`config.mk`:
```
export PLATFORM = sky130hd
export DESIGN_NAME = pq_buffer_ctrl
export DESIGN_NICKNAME = d
export VERILOG_FILES = /design/src/rtl/pq_buffer_pkg.sv /design/src/rtl/pq_lat_pipe.sv /design/src/rtl/pq_buffer_ctrl.sv
export SDC_FILE = /design/constraint.sdc
export NUM_CORES = 1
export LEC_CHECK = 0
export CAP_MARGIN = 10
export CORE_MARGIN = 4
export CORE_UTILIZATION = 26
export DETAILED_ROUTE_END_ITERATION = 8
export GPL_ROUTABILITY_DRIVEN = 0
export HOLD_SLACK_MARGIN = 0.12
export PLACE_DENSITY = 0.54
export SLEW_MARGIN = 5
export SYNTH_ARGS = -nofsm -noshare
export SYNTH_HDL_FRONTEND = slang
export SYNTH_SLANG_ARGS = --single-unit
```
`constraint.sdc`:
```
create_clock -name clk -period 4 [get_ports clk]
set_clock_uncertainty 0.15 [all_clocks]
set_input_delay 0.8 -clock clk [delete_from_list [all_inputs] [get_ports clk]]
set_output_delay 0.8 -clock clk [all_outputs]
set_load 0.01 [all_outputs]
```
`src/rtl/pq_buffer_pkg.sv`:
```
// pq_buffer_pkg: state encodings and counter helper shared by the ping-pong buffer controller
package pq_buffer_pkg;
  typedef enum logic {W_FILL = 1'b0, W_FULL = 1'b1} wstate_t;
  typedef enum logic {R_IDLE = 1'b0, R_DRAIN = 1'b1} rstate_t;
  function automatic logic cnt_last(input int unsigned cnt, input int unsigned len);
    return cnt == len - 1;
  endfunction
endpackage

```
`src/rtl/pq_lat_pipe.sv`:
```
// pq_lat_pipe: DEPTH-stage delay line carrying {valid, last} to line up with buffer read data
module pq_lat_pipe #(
  parameter int DEPTH = 2
) (
  input  logic clk,
  input  logic rst_n,
  input  logic clr,
  input  logic valid_in,
  input  logic last_in,
  output logic valid_out,
  output logic last_out
);
  logic [1:0] sr [DEPTH];
  // shift the read strobe along; clr drops every read still in flight
  always_ff @(posedge clk or negedge rst_n)
    if (!rst_n) for (int i = 0; i < DEPTH; i++) sr[i] <= '0;
    else if (clr) for (int i = 0; i < DEPTH; i++) sr[i] <= '0;
    else begin
      sr[0] <= {valid_in, last_in};
      for (int i = 1; i < DEPTH; i++) sr[i] <= sr[i-1];
    end
  assign {valid_out, last_out} = sr[DEPTH-1];
endmodule

```
`src/rtl/pq_buffer_ctrl.sv`:
```
// pq_buffer_ctrl: write/read sequencing and bank swap for a two-bank ping-pong buffer
module pq_buffer_ctrl
  import pq_buffer_pkg::*;
#(
  parameter int ADDR_WIDTH = 4,
  parameter int FRAME_LEN  = 16,
  parameter int RD_LAT     = 2,
  parameter int CNT_WIDTH  = 16
) (
  input  logic                  clk,
  input  logic                  rst_n,
  input  logic                  flush,
  input  logic                  s_valid,
  output logic                  s_ready,
  input  logic                  m_ready,
  output logic                  m_valid,
  output logic                  m_last,
  output logic                  buf_ctrl,
  output logic                  buf_wr_en,
  output logic [ADDR_WIDTH-1:0] buf_wr_addr,
  output logic                  buf_rd_en,
  output logic [ADDR_WIDTH-1:0] buf_rd_addr,
  output logic [CNT_WIDTH-1:0]  frames_done
);
  wstate_t               wstate;
  rstate_t               rstate;
  logic [ADDR_WIDTH-1:0] wcnt, rcnt;
  logic                  w_last, r_last, swap;
  assign s_ready     = wstate == W_FILL && !flush;
  assign buf_wr_en   = s_valid && s_ready;
  assign buf_wr_addr = wcnt;
  assign buf_rd_en   = rstate == R_DRAIN && m_ready && !flush;
  assign buf_rd_addr = rcnt;
  assign w_last      = cnt_last(32'(wcnt), FRAME_LEN);
  assign r_last      = cnt_last(32'(rcnt), FRAME_LEN);
  assign swap        = wstate == W_FULL && rstate == R_IDLE && !flush;
  // write/read counters, both FSMs and the bank swap; flush outranks everything
  always_ff @(posedge clk or negedge rst_n)
    if (!rst_n) begin
      wstate      <= W_FILL;
      rstate      <= R_IDLE;
      wcnt        <= '0;
      rcnt        <= '0;
      buf_ctrl    <= 1'b0;
      frames_done <= '0;
    end else if (flush) begin
      wstate <= W_FILL;
      rstate <= R_IDLE;
      wcnt   <= '0;
      rcnt   <= '0;
    end else begin
      if (buf_wr_en) begin
        wcnt <= w_last ? '0 : wcnt + 1'b1;
        if (w_last) wstate <= W_FULL;
      end
      if (buf_rd_en) begin
        rcnt <= r_last ? '0 : rcnt + 1'b1;
        if (r_last) begin
          rstate      <= R_IDLE;
          frames_done <= frames_done + 1'b1;
        end
      end
      if (swap) begin
        buf_ctrl <= ~buf_ctrl;
        wstate   <= W_FILL;
        rstate   <= R_DRAIN;
      end
    end
  pq_lat_pipe #(.DEPTH(RD_LAT)) u_lat (
    .clk      (clk),
    .rst_n    (rst_n),
    .clr      (flush),
    .valid_in (buf_rd_en),
    .last_in  (buf_rd_en && r_last),
    .valid_out(m_valid),
    .last_out (m_last)
  );
endmodule

```
* Word level (Yosys, flattened, before mapping)
Cells that the tools add are included.
** Word-level totals
- Register bits after elaboration :: 31
- Input bits :: 5
- Output and inout bits :: 30
- Logic and storage cells :: 50
** Operators by class
- $add $sub $neg :: 3
- Eq/ne operators :: 2
- Mux-type cells :: 15
- Bitwise logic cells :: 4
- Reduce and logical (&&, ||, !) cells :: 18
** Operators with widths (number)
- 4-bit two-way mux :: 7
- 16-bit by 1-bit adder with 16-bit output, second input constant :: 1
- 3-bit nonzero test :: 4
- 4-bit by 1-bit adder with 4-bit output, second input constant :: 2
- 4-bit == test, second input constant :: 2
- 1-bit two-way mux :: 8
- 1-bit logical AND :: 7
- 2-bit AND reduction :: 3
- 1-bit inverter :: 4
- 2-bit nonzero test :: 2
- 3-bit AND reduction :: 1
- 1-bit zero test :: 1

* Depth between registers and ports, before layout
- Depth in word-level cells :: 6
- Gate-level depth with buffers :: 7
- Mapped depth without buffers :: 6

* Hierarchy
Synthesis repeated with hierarchy kept, for this count alone.
** Second synthesis, totals
- Cell total of the unflattened synthesis :: 127
- Area total of the unflattened synthesis :: 1418.9 µm²
** By module, submodules not included
- pq_buffer_ctrl :: times used 1, cells an instance 119, area an instance 1293.7 µm², sequential area each 675.6 µm²
- pq_lat_pipe :: times used 1, cells an instance 8, area an instance 125.1 µm², sequential area each 100.1 µm²

* Least setup slack after synthesis
OpenSTA, ideal clock, no wires.
- Kind :: input to output
- Start point :: input flush
- End point :: output buf_wr_en
- Arrival :: 1181 ps
- Required time :: 3050 ps
- Setup slack :: 1869 ps
- Cell stages on the path :: 1
- Buffers on the path :: 0
- Path through :: nor3b_2
** Between the ends
- Cells in the longest elaborated chain, start to end :: 3
** RTL lines
- start, declared :: RTL line pq_buffer_ctrl.sv:12 : input logic flush,
- 1-bit zero test :: RTL line pq_buffer_ctrl.sv:29 : assign s_ready = wstate == W_FILL && !flush;
- 1-bit logical AND :: RTL line pq_buffer_ctrl.sv:29
- 1-bit logical AND :: RTL line pq_buffer_ctrl.sv:30 : assign buf_wr_en = s_valid && s_ready;
- end, declared :: RTL line pq_buffer_ctrl.sv:19 : output logic buf_wr_en,
No other way between the ends.

* Worst setup path after layout
- Start point :: input flush
- End point :: output buf_rd_en
** Between the ends
- Cells in the longest elaborated chain, start to end :: 2
** RTL lines
- 1-bit zero test :: RTL line pq_buffer_ctrl.sv:32 : assign buf_rd_en = rstate == R_DRAIN && m_ready && !flush;
- 1-bit logical AND :: RTL line pq_buffer_ctrl.sv:32
- end, declared :: RTL line pq_buffer_ctrl.sv:21 : output logic buf_rd_en,
No other way between the ends.

==> run metrics <==
RR Startpoint=buf_rd_addr[0]; synth-to-layout area growth=34.89%; # H-tree levels=2; layout cells sized above 1=between 10% and 20%; most used cell along the critical path=clkdlybuf4s50_1; WHS Endpoint=frames_done[15]; synthesized flop and latch total=31; die span in x=roughly 83 um; chip height=approximately 83 um; Inserted Clock Buffers=5; total gr overflow=0; CTS Root Cell=clkbuf_8; Period minus WS final=between 3 and 4 ns; hold path depth=1; most frequent cell after synthesis=dfrtp_1; Fmax=309.2 MHz; Clock Pin Slew Worst Setup and Hold Paths=around 0.05 ns; Starting DRT DRC Count=37; PortBufs=34; endpoints failing hold=0; maximum fanout along the worst path=14; Final TNS setup=0 ns; ranking of synthesized cells by area=dfrtp_1 (54%), xnor2_1 (7.3%), nand2_1 (4.4%); Post-Syn Instances=131; Final ANT Viol Nets=0; GR Util met1=between 10% and 20%; Initial Util=roughly 28%; P_leak=approximately 0.88 nW; Worst path max stage delay=~0.54 ns; largest family of logic cells by synthesized area=simple AND/OR/NAND/NOR gates; final net count=178; list of most frequent post-synthesis cells=dfrtp_1 (31), nand2_1 (17), xnor2_1 (12); Post-Synth XOR/XNOR Area=10.91%; R2R cell count=5; CTS tree=done; Core Rows=26; post-synth top area share=between 50% and 60%; mux contribution to synthesized area=less than 1%; Synthesized Nets=between 100 and 150; Setup CP Type=in2out; clk_lat worst skew=0.28 ns; WL final=3157 um; post-synthesis simple-gate area fraction=about a quarter; hold_sp=frames_done[15]; Syn. warnings=0; Critical Path AT=roughly 2.3 ns; via count of the first global-routing pass=1116; Setup crit end kind=output port; compound-cell area share of the yosys netlist=under 10%; Peak VDD IR=around 0.19 mV; Ports=35; worst hold path type=reg2reg; fillers=about 530; Vias/cell=~4.4; Synth Flop Type=dfrtp_1; Mapped Avg Cell Area=approximately 11 sq um; max-slew violation count=0; Clock Tree Buf Depth=2; Post-CTS Setup Inserts=0; Num Clock Sinks=31; Post-synth ARST share=between 90% and 100%; reg2reg end=frames_done[1]; status=finished clean; first-pass GRT wire length=roughly 5500 um; area share of fa/ha/maj cells after synthesis=2.597%; # setup viols final=0; DP Wirelength=2330 um; Seq/Total Area, Yosys=53.68%; Die Area=around 0.007 sq mm; drt pass-1 iters=4; gr busiest metal=met2; met2 usage in global routing=between 10% and 20%; WP data required=~3.1 ns; Critical Path, Cell by Cell=clkdlybuf4s50_1 > buf_4 > nand3b_4 > inv_1 > clkdlybuf4s50_1; drt drc=0; fin crit share=between 80% and 90%; initial antenna violation count=0; largest net degree at the start of global routing=32; final hold slack=roughly 0.32 ns; CORE AREA=roughly 0.0052 sq mm; critical path's slowest cell=clkdlybuf4s50_1; CP Launch Type=input pin; Diodes inserted=0; RSZ-0062 raised after global routing=no; pwr/cell area=303.6 mW/mm^2; Max-cap violations=0; global-route usage over all layers=10.88%; Post-synth EDFFs=0; CTS Hold Bufs=0; synthesized area=roughly 0.0014 sq mm; met3 GRT Util=4.447%; Slew @ Worst Pin=0.3959 ns; Yosys cell types=31; vias=between 1000 and 1500; slew margin rel.=between 70% and 80%; Reg2Reg Setup Slack=between 2 and 2.5 ns; PostCTS Resize Cnt=0; leading area contributor after synthesis=dfrtp_1; average wire per cell in the routed design=13.15 um
## power breakdown
group | total, W | switching, W | internal, W | leakage, nW
clock network | 0.000240 | 0.000105 | 0.000135 | 0.0470
registers | 0.000320 | 0.00000410 | 0.000316 | 0.431
logic | 0.0000317 | 0.0000166 | 0.0000151 | 0.397
## cells by family after synthesis
group,after synthesis
simple gates,60
flops,31
xor+xnor,18
compound gates,11
buf+inv,7
fa+ha+maj,3
mux,1
## area by class of cell
type	instances	area, sq um	area share [%]
sequential	31	775.7	39.79
multi-input combinational	93	631.9	32.41
timing repair buffer	36	355.3	18.23
tap	70	87.58	4.493
clock buffer	6	82.58	4.236
inverter	3	11.26	0.5777
clock inverter	1	5.005	0.2567
## worst max path at each step
stage | cells past startpoint | endpoint | slack (ns) | start
global route | 5 | buf_rd_en | 0.70 | flush
CTS | 5 | buf_rd_en | 0.75 | flush
global placement | 5 | buf_rd_en | 0.77 | flush
detailed placement | 5 | buf_rd_en | 0.75 | flush
floorplan | 1 | buf_wr_en | 1.87 | flush
finish | 5 | buf_rd_en | 0.77 | flush
## worst max-delay path, delay by kind of cell
kind	cells	cell delay [ns]
AND/OR/NAND/NOR	1	0.19
buffers and inverters	4	1.29
## registers in the layout, indices dropped and copies added, names as in the netlist
name	flops
u_lat.valid_out	1
buf_rd_addr	4
wstate	1
buf_ctrl	1
frames_done	16
u_lat.last_out	1
buf_wr_addr	4
rstate	1
u_lat.sr	2
## per-stage QoR
| stage | setup slack [ns] | area [sq um] | cells | total power (W) | util, % |
|---|---|---|---|---|---|
| 6_report | 0.7657 | 1949 | 240 | 0.0005918 | 37.22 |
| 5_1_grt | 0.6968 | 1949 | 240 | 0.0006247 | 37.22 |
| 4_1_cts | 0.7480 | 1949 | 240 | 0.0006055 | 37.22 |
| 3_5_place_dp | 0.7481 | 1862 | 233 | 0.0003587 | 35.55 |
| 3_3_place_gp | 0.7662 | 1862 | 233 | 0.0003570 | 35.55 |
| 2_1_floorplan | 1.869 | 1445 | 131 | 0.0003348 | - |
## cell usage in the layout, fill, tap and decap left out, types with 2 or more instances in the layout
master,synthesis,final
a21oi_1,6,6
and3_1,2,2
buf_4,1,2
clkbuf_8,0,6
clkdlybuf4s50_1,0,34
dfrtp_1,31,31
ha_1,3,3
inv_1,2,2
nand2_1,17,17
nand2b_1,2,2
nand3_1,9,9
nand4_1,5,5
nor2_1,8,8
nor2b_1,3,3
nor3_1,2,2
nor3b_1,3,3
nor4_4,2,2
o21ai_0,3,3
xnor2_1,12,12
xor2_1,6,6
## per-layer routing
| metal | part of all wire [%] | up-vias |
|---|---|---|
| met2 | 46 | 27 |
| li1 | - | 520 |
| met4 | 1.9 | 0 |
| met1 | 45 | 508 |
| met3 | 6.9 | 5 |
| met5 | 0 | - |
No activity file was read; power rests on OpenSTA's default activity.
